### src/rtl/multicycle_ctrl_unit.sv
// rtl/multicycle_ctrl_unit.sv - registered instruction decoder with return-stack tracking, squash and halt
module multicycle_ctrl_unit #(
   parameter int INSTR_W       = 19,
   parameter int STACK_DEPTH   = 8,
   parameter int BRANCH_SHADOW = 0
) (
   input  logic                               clk,
   input  logic                               rst_n,
   input  logic                               instr_valid,
   input  logic [INSTR_W-1:0]                 instruction,
   input  logic                               stall,
   input  logic                               zero,
   input  logic                               carry,
   output logic                               instr_ready,
   output logic                               ctrl_valid,
   output logic                               reg2_read_source,
   output logic                               mem_read_write,
   output logic                               mem_or_alu,
   output logic                               is_shift,
   output logic                               alu_src,
   output logic                               reg_write_signal,
   output logic                               stack_push,
   output logic                               stack_pop,
   output logic [1:0]                         pc_src,
   output logic [1:0]                         scode,
   output logic [2:0]                         acode,
   output logic [$clog2(STACK_DEPTH+1)-1:0]   stack_level,
   output logic                               stack_overflow,
   output logic                               stack_underflow,
   output logic                               illegal,
   output logic                               halted
);

   localparam int T  = INSTR_W - 1;
   localparam int LW = $clog2(STACK_DEPTH + 1);
   localparam logic [LW-1:0] DEPTH_L = LW'(STACK_DEPTH);

   typedef enum logic [1:0] {RUN, SQUASH, HALTED} state_t;

   state_t        state, state_d;
   logic          accept;
   logic          taken;
   logic [5:0]    op;
   logic          valid_d, r2_d, mrw_d, moa_d, shift_d, asrc_d, rw_d, push_d, pop_d, ill_d;
   logic [1:0]    pc_d, scode_d;
   logic [2:0]    acode_d;
   logic [LW-1:0] level_d;
   logic          ovf_d, unf_d;

   assign instr_ready = (state != HALTED) && !stall;
   assign accept      = instr_valid && instr_ready;
   assign op          = instruction[T -: 6];
   assign halted      = (state == HALTED);

   // Decode the accepted word into next-cycle controls, stack/fault updates and next state
   always_comb begin
      valid_d = 1'b0; r2_d = 1'b0; mrw_d = 1'b0; moa_d = 1'b0; shift_d = 1'b0;
      asrc_d  = 1'b0; rw_d = 1'b0; push_d = 1'b0; pop_d = 1'b0; ill_d = 1'b0;
      pc_d    = 2'b00; scode_d = 2'b00; acode_d = 3'b000;
      level_d = stack_level;
      ovf_d   = stack_overflow;
      unf_d   = stack_underflow;
      state_d = state;
      taken   = 1'b0;
      if (accept) begin
         if (state == SQUASH) begin
            // shadow slot: discard whatever was fetched, including halt/illegal words
            state_d = RUN;
         end else if (&instruction) begin
            state_d = HALTED;
         end else if (op[5] == 1'b0) begin
            valid_d = 1'b1;
            acode_d = op[3:1];
            moa_d   = 1'b1;
            rw_d    = 1'b1;
            asrc_d  = op[4];
         end else if (op[5:3] == 3'b110) begin
            valid_d = 1'b1;
            scode_d = op[2:1];
            shift_d = 1'b1;
            moa_d   = 1'b1;
            rw_d    = 1'b1;
         end else if (op[5:3] == 3'b100) begin
            valid_d = 1'b1;
            if (op[2]) begin
               ill_d = 1'b1;
            end else begin
               r2_d   = 1'b1;
               asrc_d = 1'b1;
               rw_d   = ~op[1];
               mrw_d  = op[1];
            end
         end else if (op[5:3] == 3'b101) begin
            valid_d = 1'b1;
            case (op[2:1])
               2'b00:   taken = zero;
               2'b01:   taken = ~zero;
               2'b10:   taken = carry;
               default: taken = ~carry;
            endcase
            if (taken) pc_d = 2'b01;
         end else if (op[5:2] == 4'b1110) begin
            valid_d = 1'b1;
            pc_d    = 2'b01;
            taken   = 1'b1;
            if (op[1]) begin
               // a full stack drops the push but the jump itself still goes
               if (stack_level < DEPTH_L) begin
                  push_d  = 1'b1;
                  level_d = stack_level + LW'(1);
               end else begin
                  ovf_d = 1'b1;
               end
            end
         end else if (op == 6'b111100) begin
            valid_d = 1'b1;
            if (stack_level != '0) begin
               pop_d   = 1'b1;
               pc_d    = 2'b10;
               level_d = stack_level - LW'(1);
               taken   = 1'b1;
            end else begin
               unf_d = 1'b1;
            end
         end else begin
            valid_d = 1'b1;
            ill_d   = 1'b1;
         end
         if (taken && (BRANCH_SHADOW != 0)) state_d = SQUASH;
      end
   end

   // State, stack tracker, sticky faults and registered controls
   always_ff @(posedge clk or negedge rst_n) begin
      if (!rst_n) begin
         state            <= RUN;
         stack_level      <= '0;
         stack_overflow   <= 1'b0;
         stack_underflow  <= 1'b0;
         ctrl_valid       <= 1'b0;
         reg2_read_source <= 1'b0;
         mem_read_write   <= 1'b0;
         mem_or_alu       <= 1'b0;
         is_shift         <= 1'b0;
         alu_src          <= 1'b0;
         reg_write_signal <= 1'b0;
         stack_push       <= 1'b0;
         stack_pop        <= 1'b0;
         pc_src           <= 2'b00;
         scode            <= 2'b00;
         acode            <= 3'b000;
         illegal          <= 1'b0;
      end else begin
         state            <= state_d;
         stack_level      <= level_d;
         stack_overflow   <= ovf_d;
         stack_underflow  <= unf_d;
         ctrl_valid       <= valid_d;
         reg2_read_source <= r2_d;
         mem_read_write   <= mrw_d;
         mem_or_alu       <= moa_d;
         is_shift         <= shift_d;
         alu_src          <= asrc_d;
         reg_write_signal <= rw_d;
         stack_push       <= push_d;
         stack_pop        <= pop_d;
         pc_src           <= pc_d;
         scode            <= scode_d;
         acode            <= acode_d;
         illegal          <= ill_d;
      end
   end

endmodule

### config.mk
export PLATFORM = sky130hd
export DESIGN_NAME = multicycle_ctrl_unit
export DESIGN_NICKNAME = d
export VERILOG_FILES = /design/src/rtl/multicycle_ctrl_unit.sv
export SDC_FILE = /design/constraint.sdc
export NUM_CORES = 1
export LEC_CHECK = 0
export CAP_MARGIN = 20
export CORE_MARGIN = 2
export CORE_UTILIZATION = 44
export DETAILED_ROUTE_END_ITERATION = 10
export PLACE_DENSITY = 0.93
export SYNTH_ARGS = -nofsm -noshare
export SYNTH_HDL_FRONTEND = slang
export SYNTH_SLANG_ARGS = --single-unit
### constraint.sdc
create_clock -name clk -period 4.9 [get_ports clk]
set_clock_uncertainty 0.05 [all_clocks]
set_input_delay 0.49 -clock clk [delete_from_list [all_inputs] [get_ports clk]]
set_output_delay 0.49 -clock clk [all_outputs]
set_load 0.02 [all_outputs]
* Word-level counts from Yosys, hierarchy flattened *
Cells that the tools add are included.

word-level totals
  logic and storage cells = 158
  register bits = 25
  bits of input ports = 25
  output and inout bits = 25

operators by class
  $lt $le $gt $ge = 1
  eq/ne operators = 12
  multiplexer cells = 102
  reductions and logical operators = 13
  bitwise operators = 11
  add/sub/neg operators = 2

operator list
  kind                 count
  $mux 1               75
  $mux 2               17
  $mux 4               5
  $reduce_and 10->1    2
  $reduce_and 19->1    1
  $mux 3               4
  $not 1->1            11
  $reduce_and 11->1    1
  $eq 3x3->1 const B   3
  $eq 6x6->1 const B   1
  $reduce_bool 2->1    3
  $add 4x1->4 const B  1
  $eq 2x1->1 const B   2
  $eq 2x2->1 const B   2
  $eq 4x4->1 const B   1
  $lt 4x4->1 const B   1
  $ne 2x2->1 const B   2
  $reduce_bool 4->1    1
  $sub 4x1->4 const B  1
  $pmux 1 s3           1
  $logic_and 1x1->1    2
  $logic_not 2->1      1
  $ne 2x1->1 const B   1
  $reduce_and 2->1     1
  $logic_not 1->1      1

* Logic depth before layout (Yosys ltp) *
Gate-level depths: netlist (run 1).

  word-level depth = 17
  gate-level depth with buffers = 8
  mapped depth without buffers = 7

* Least setup slack after synthesis (run 1) *
No wires, ideal clock.

  path kind = input port to flip-flop
  from = input port instruction[15]
  to = register stack_level[3]
  arrival time = 2.103 ns
  setup time = 0.104 ns
  stages on the path = 8
  required time = 4.746 ns
  buffers on the path = 1
  slack = 2.643 ns
  cells stage by stage = buf_2 -> and4b_1 -> inv_1 -> ha_1 -> a21o_1 -> a21oi_1 -> mux2_2 -> o311ai_1

on the way
  word-level cells in the longest chain between the ends = 3
  elaborated cells on any way between the ends = 10
  classes of those cells = 4 x eq/ne; 1 x mux; 1 x bitwise; 4 x reduce/logical

RTL lines
  what                                                 line  RTL
  start, declared                                      10    input logic [INSTR_W-1:0] instruction,
  $eq 4x4->1 (tied with other cells)                   102   end else if (op[5:2] == 4'b1110) begin
  $ne 2x1->1 (no source line) (tied with other cells)  -
  $reduce_and 11->1 (no source line)                   -
  end signal, assigned                                 155   stack_level <= level_d;
  end, declared                                        27    output logic [$clog2(STACK_DEPTH+1)-1:0] stack_level,

Several ways; a longest one is shown, not always the timed one.
A chain may end at the register's enable or synchronous reset.

* Worst setup path in the final report (run 1) *
Ends and elaborated chain as after synthesis.

==> metrics.csv, run 1 <==
metric,value,unit
I/O pin count,50,
CP max stage cell,clkdlybuf4s50_1,
Die H,54.2,microns
count of different cell masters after synthesis,40,
CTS HTree Levels,1,
sequential area share after synthesis,51.9,%
P_sw,125,uW
reg-to-reg startpoint,stack_level[3],
grt ovf,0,
normalized max-slew margin,36.8,%
global-route wire length before repair,3.80,mm
CP startpoint kind,input pin,
Syn Area/Cell,11.2,sq um
Switching Share,29.2,%
Reg with most FFs,stack_level,
multiplexer area fraction after synthesis,3.95,%
Sink Count,23,
combinational family with the most area after synthesis,simple AND/OR/NAND/NOR gates,
Antenna Nets Post-Route,0,
critical path capture point type,flip-flop,
initial antenna violation count,0,
critical path peak fanout,12,
min-delay worst type,reg -> reg,
CTS tree,built,
final instance area,1630,sq um
max reg flops,4,
Layout area overhead,47.0,%
Post-synth top flop,dfrtp_1,
fraction of layout cells with a size suffix above 1,8.90,%
Sequential Power Share,50.3,%
Synthesized Nets,127,
die area,2940,sq um
# hold bufs at CTS,0,
fin crit period,2700,ps
final cycle utilization of the critical path,55.0,%
delay of the slowest critical-path stage,630,ps
Buffers on Ports,49,
Slew @ Worst Pin,944,ps
Largest regs,"stack_level x4, acode x3, scode x2",
Synth Register Bits,23,
# setup viols final,0,
post-CTS setup buffer count,0,
total negative slack,0,ps
Final Max Tran Viols,0,
CTS buffer count,3,
num rows,18,
Post-CTS Resized,0,
GRT Overall Usage,18.8,%
Leak,0.710,nW
PD cells,262,nW/um^2
XOR/XNOR share of the synthesized area,3.16,%
worst endpoint required time,5060,ps
via count,924,
Pre-Repair DR Iteration Count,4,
M3 GR Usage,2.73,%
DIE WIDTH,54.2,microns
Ys Warns,0,
largest area contributor in the synthesized netlist,dfrtp_1,
internal power,302,uW
Synth top area share,51.9,%
worst path arrival time,2860,ps
gr busiest metal,met2,
WL final,2.50,mm
"commonest cells after routing, fill and taps aside","clkdlybuf4s50_1 (49), dfrtp_1 (23), nor3_1 (6)",
vias in the first global route,828,
"commonest non-fill, non-tap cell in the layout",clkdlybuf4s50_1,
post-synthesis compound-gate area fraction,10.0,%
core area,2430,sq um
Post-Synth Simple-Gate Area,22.3,%
clk slew on worst S/H paths,110,ps
Clock Power Share,19.6,%
latest clock arrival within the worst-skew pair,310,ps
Post-Synthesis Cells,99,
asr flop ratio synth,100,%
Synth area leaders,"dfrtp_1 (52%), nor3_1 (2.7%), xnor2_1 (2.4%)",
ANT cells,0,
Area after DPL,1610,sq um
unrepaired setup endpoints after global routing,false,
max cap viols,0,
crit path kind,in -> reg,
"Core Util, Final",67.1,%
Synth Area in Adders,4.06,%
status,"finished, final reports clean",
launch point of the worst path,instruction[15],
CP Cell Sequence,"clkdlybuf4s50_1, and4b_1, inv_1, ha_1, a21o_1, a21oi_1, mux2_2, o311ai_1",
Final GP Congestion,0.887,
peak supply drop,0.195,mV
met2 Usage GRT,34.3,%
drt wl/cell,14.2,microns
fin nets,175,
placed cell count,172,
Initial Util,45.6,%
Post-synth EDFFs,0,
starting DRC count in detailed routing,7,
clock root buffer,clkbuf_4,
routed vias/inst,5.25,
Synth Cell Area,1110,sq um
fmax,371,MHz
largest net degree at the start of global routing,24,
met1 Use GR,20.2,%
DP HPWL,1.97,mm
combinational power share,30.1,%
HP Start,stack_underflow,
Non-Filler Instances,176,
DRC,0,
Hold Fails Final Rpt,0,
Clock Path Buffers,2,
==> power groups by stage <==
stage	Clock [mW]	Sequential (mW)	Combinational [mW]
3_3_place_gp	0	0.217	0.125
2_1_floorplan	0	0.231	0.0547
4_1_cts	0.0846	0.215	0.129
5_1_grt	0.0953	0.217	0.140
3_5_place_dp	0	0.218	0.129
6_report	0.0838	0.215	0.128
==> cells by family (layout without fill, tap and decap cells) <==
kind of cell,Yosys count,after routing
xor gates and xnor gates,4,4
muxes,4,4
and+or+nand+nor,38,38
DFF,23,23
adders and majority gates,3,3
buffers and inverters,11,58
AOI/OAI and AO/OA,16,16
==> per-stage QoR <==
step / total power [mW] / hold WS [ps] / setup slack (ps)
finish: 0.427 / 441 / 2200
global route: 0.452 / 452 / 2190
detailed placement: 0.347 / 407 / 1960
floorplan: 0.286 / 144 / 2640
CTS: 0.429 / 441 / 2260
global placement: 0.342 / 404 / 2050
==> worst max-delay path, delay by kind of cell <==
kind	cells	cell delay (ps)
adders and majority gates	1	280
AOI/OAI and AO/OA	3	500
buffers and inverters	2	760
and+or+nand+nor	1	470
muxes	1	360
==> final cells by class <==
cell class | instances | area, sq um
repair buffers | 49 | 490
clock buffers | 4 | 26.3
inverters | 5 | 18.8
fillers | 196 | 801
well taps | 30 | 37.5
multi-input cells | 65 | 483
flip-flops and latches | 23 | 576
==> path summary, 6_finish.rpt <==
kind,endpoint,slack [ps],cells after the start
max in group asynchronous,state[1],3580,1
worst min register to register,stack_underflow,440,1
worst max register to register,stack_level[1],3100,4
min in group asynchronous,scode[1],640,1
worst min-delay path,stack_underflow,440,1
worst max-delay path,stack_level[3],2200,8
==> Yosys cell counts (3+ instances only) <==
cell,number
o21ai_0,3
xnor2_1,3
a21o_1,3
inv_1,4
a21oi_1,3
buf_2,5
dfrtp_1,23
nor3_1,6
nand2_1,4
nand4_1,4
nor2_1,4
==> metal layers <==
layer	share of wire [%]	up-vias
li1	-	452
met1	40	429
met2	52	38
met3	5.4	5
met4	2.3	0
met5	0	-
Note: power is estimated with default switching activity, not from simulation.
==> run 2: changes to the inputs <==
- CORE_UTILIZATION: 44 -> 41
- PLACE_DENSITY: 0.93 -> 0.88
- clock period: 4.9 -> 2.55 ns (I/O delays scaled with it)
==> run 2 against run 1 <==
- sequential share of layout area is 0.95 points lower
- design area is 2.8% higher
- critical path depth unchanged
- sequential cell count is the same
- hold slack got worse by 200 ps
- combinational power is 110% higher
- non-clock buffer count up 6
- largest cell class unchanged
- highest routed layer unchanged
==> metrics.csv, run 2 (synthesis results as in run 1) <==
metric,value,unit
Leak,0.739,nW
drt wl/cell,14.5,microns
grt ovf,0,
final cycle utilization of the critical path,83.2,%
"commonest cells after routing, fill and taps aside","clkdlybuf4s50_1 (49), dfrtp_1 (23), nor3_1 (6), buf_4 (6)",
crit path kind,in -> reg,
Slew @ Worst Pin,362,ps
Non-Filler Instances,182,
clk slew on worst S/H paths,120,ps
CP startpoint kind,input pin,
CTS buffer count,3,
DRC,0,
I/O pin count,50,
WL final,2.64,mm
Hold Fails Final Rpt,0,
die area,3140,sq um
post-CTS setup buffer count,0,
fin nets,181,
Area after DPL,1650,sq um
Final GP Congestion,0.800,
fraction of layout cells with a size suffix above 1,12.5,%
vias in the first global route,1006,
core area,2520,sq um
critical path capture point type,flip-flop,
PD cells,501,nW/um^2
Pre-Repair DR Iteration Count,4,
critical path peak fanout,4,
via count,996,
placed cell count,178,
DP HPWL,2.07,mm
worst endpoint required time,2710,ps
final worst slack,428,ps
Initial Util,44.0,%
pre-CTS setup slack,131,ps
# setup viols final,0,
GRT Overall Usage,17.5,%
CTS HTree Levels,1,
Largest regs,"stack_level x4, acode x3, scode x2",
clock root buffer,clkbuf_4,
Sink Count,23,
Post-CTS Resized,0,
num rows,18,
routed vias/inst,5.47,
Clock Path Buffers,2,
Reg with most FFs,stack_level,
final instance area,1680,sq um
fmax,471,MHz
global-route wire length before repair,4.34,mm
R2R depth,5,
starting DRC count in detailed routing,21,
fin crit period,2120,ps
status,"finished, final reports clean",
unrepaired setup endpoints after global routing,false,
Die H,56.0,microns
normalized max-slew margin,75.8,%
peak supply drop,0.433,mV
ANT cells,0,
max cap viols,0,
min-delay worst type,in -> async,
largest net degree at the start of global routing,24,
total negative slack,0,ps
Final Max Tran Viols,0,
DIE WIDTH,56.0,microns
Tot Pwr,840,uW
# hold bufs at CTS,0,
Buffers on Ports,49,
CTS tree,built,
latest clock arrival within the worst-skew pair,300,ps
initial antenna violation count,0,
max reg flops,4,
Antenna Nets Post-Route,0,
worst path arrival time,2290,ps
Layout area overhead,51.1,%
"commonest non-fill, non-tap cell in the layout",clkdlybuf4s50_1,
-- run 2: changes by cell type in the layout (fill, tap and decap cells not counted) --
cell	delta
buf_4	+6
-- run 2: worst max-delay path, stage by stage --
cell and delay [ps]:
clkdlybuf4s50_1 450, and4b_1 290, inv_1 100, ha_1 300
a21o_1 180, a21oi_1 250, mux2_2 380, o311ai_1 80
-- run 2: routing by layer --
layer | vias to the layer above | part of all wire (%) | routed length [microns] | track usage [%]
li1 | 466 | - | - | -
met4 | 0 | 1.9 | 51 | 7.48
met3 | 8 | 6.7 | 178 | 2.79
met5 | - | 0 | 0 | 0
met1 | 474 | 38 | 1010 | 19.2
met2 | 48 | 53 | 1400 | 32.6
-- run 2: path summary, 6_finish.rpt --
| check | start | to | slack (ps) |
|---|---|---|---|
| worst max register to register | stack_level[1] | stack_level[3] | 730 |
| worst min register to register | stack_overflow | stack_overflow | 440 |
| max in group asynchronous | rst_n | pc_src[0] | 1990 |
| worst max-delay path | instruction[15] | stack_level[3] | 430 |
| min in group clk | stack_overflow | stack_overflow | 440 |
| worst min-delay path | rst_n | stack_level[2] | 240 |
-- run 2: final cells by class --
type | count | area [sq um]
Inverter | 5 | 18.8
Fill cell | 209 | 846
Tap cell | 30 | 37.5
Multi-Input combinational cell | 65 | 483
Timing Repair Buffer | 55 | 536
Sequential cell | 23 | 576
Clock buffer | 4 | 26.3
-- run 2: through the flow --
step           hold slack [ps]  util (%)
2_1_floorplan            -90.6         -
3_3_place_gp               407      65.4
3_5_place_dp               400      65.4
4_1_cts                    239      66.5
5_1_grt                    248      66.5
6_report                   237      66.5
-- run 2: power breakdown --
group	internal, mW	switching (mW)
combinational	0.140	0.123
clock	0.0610	0.102
sequential	0.387	0.0264
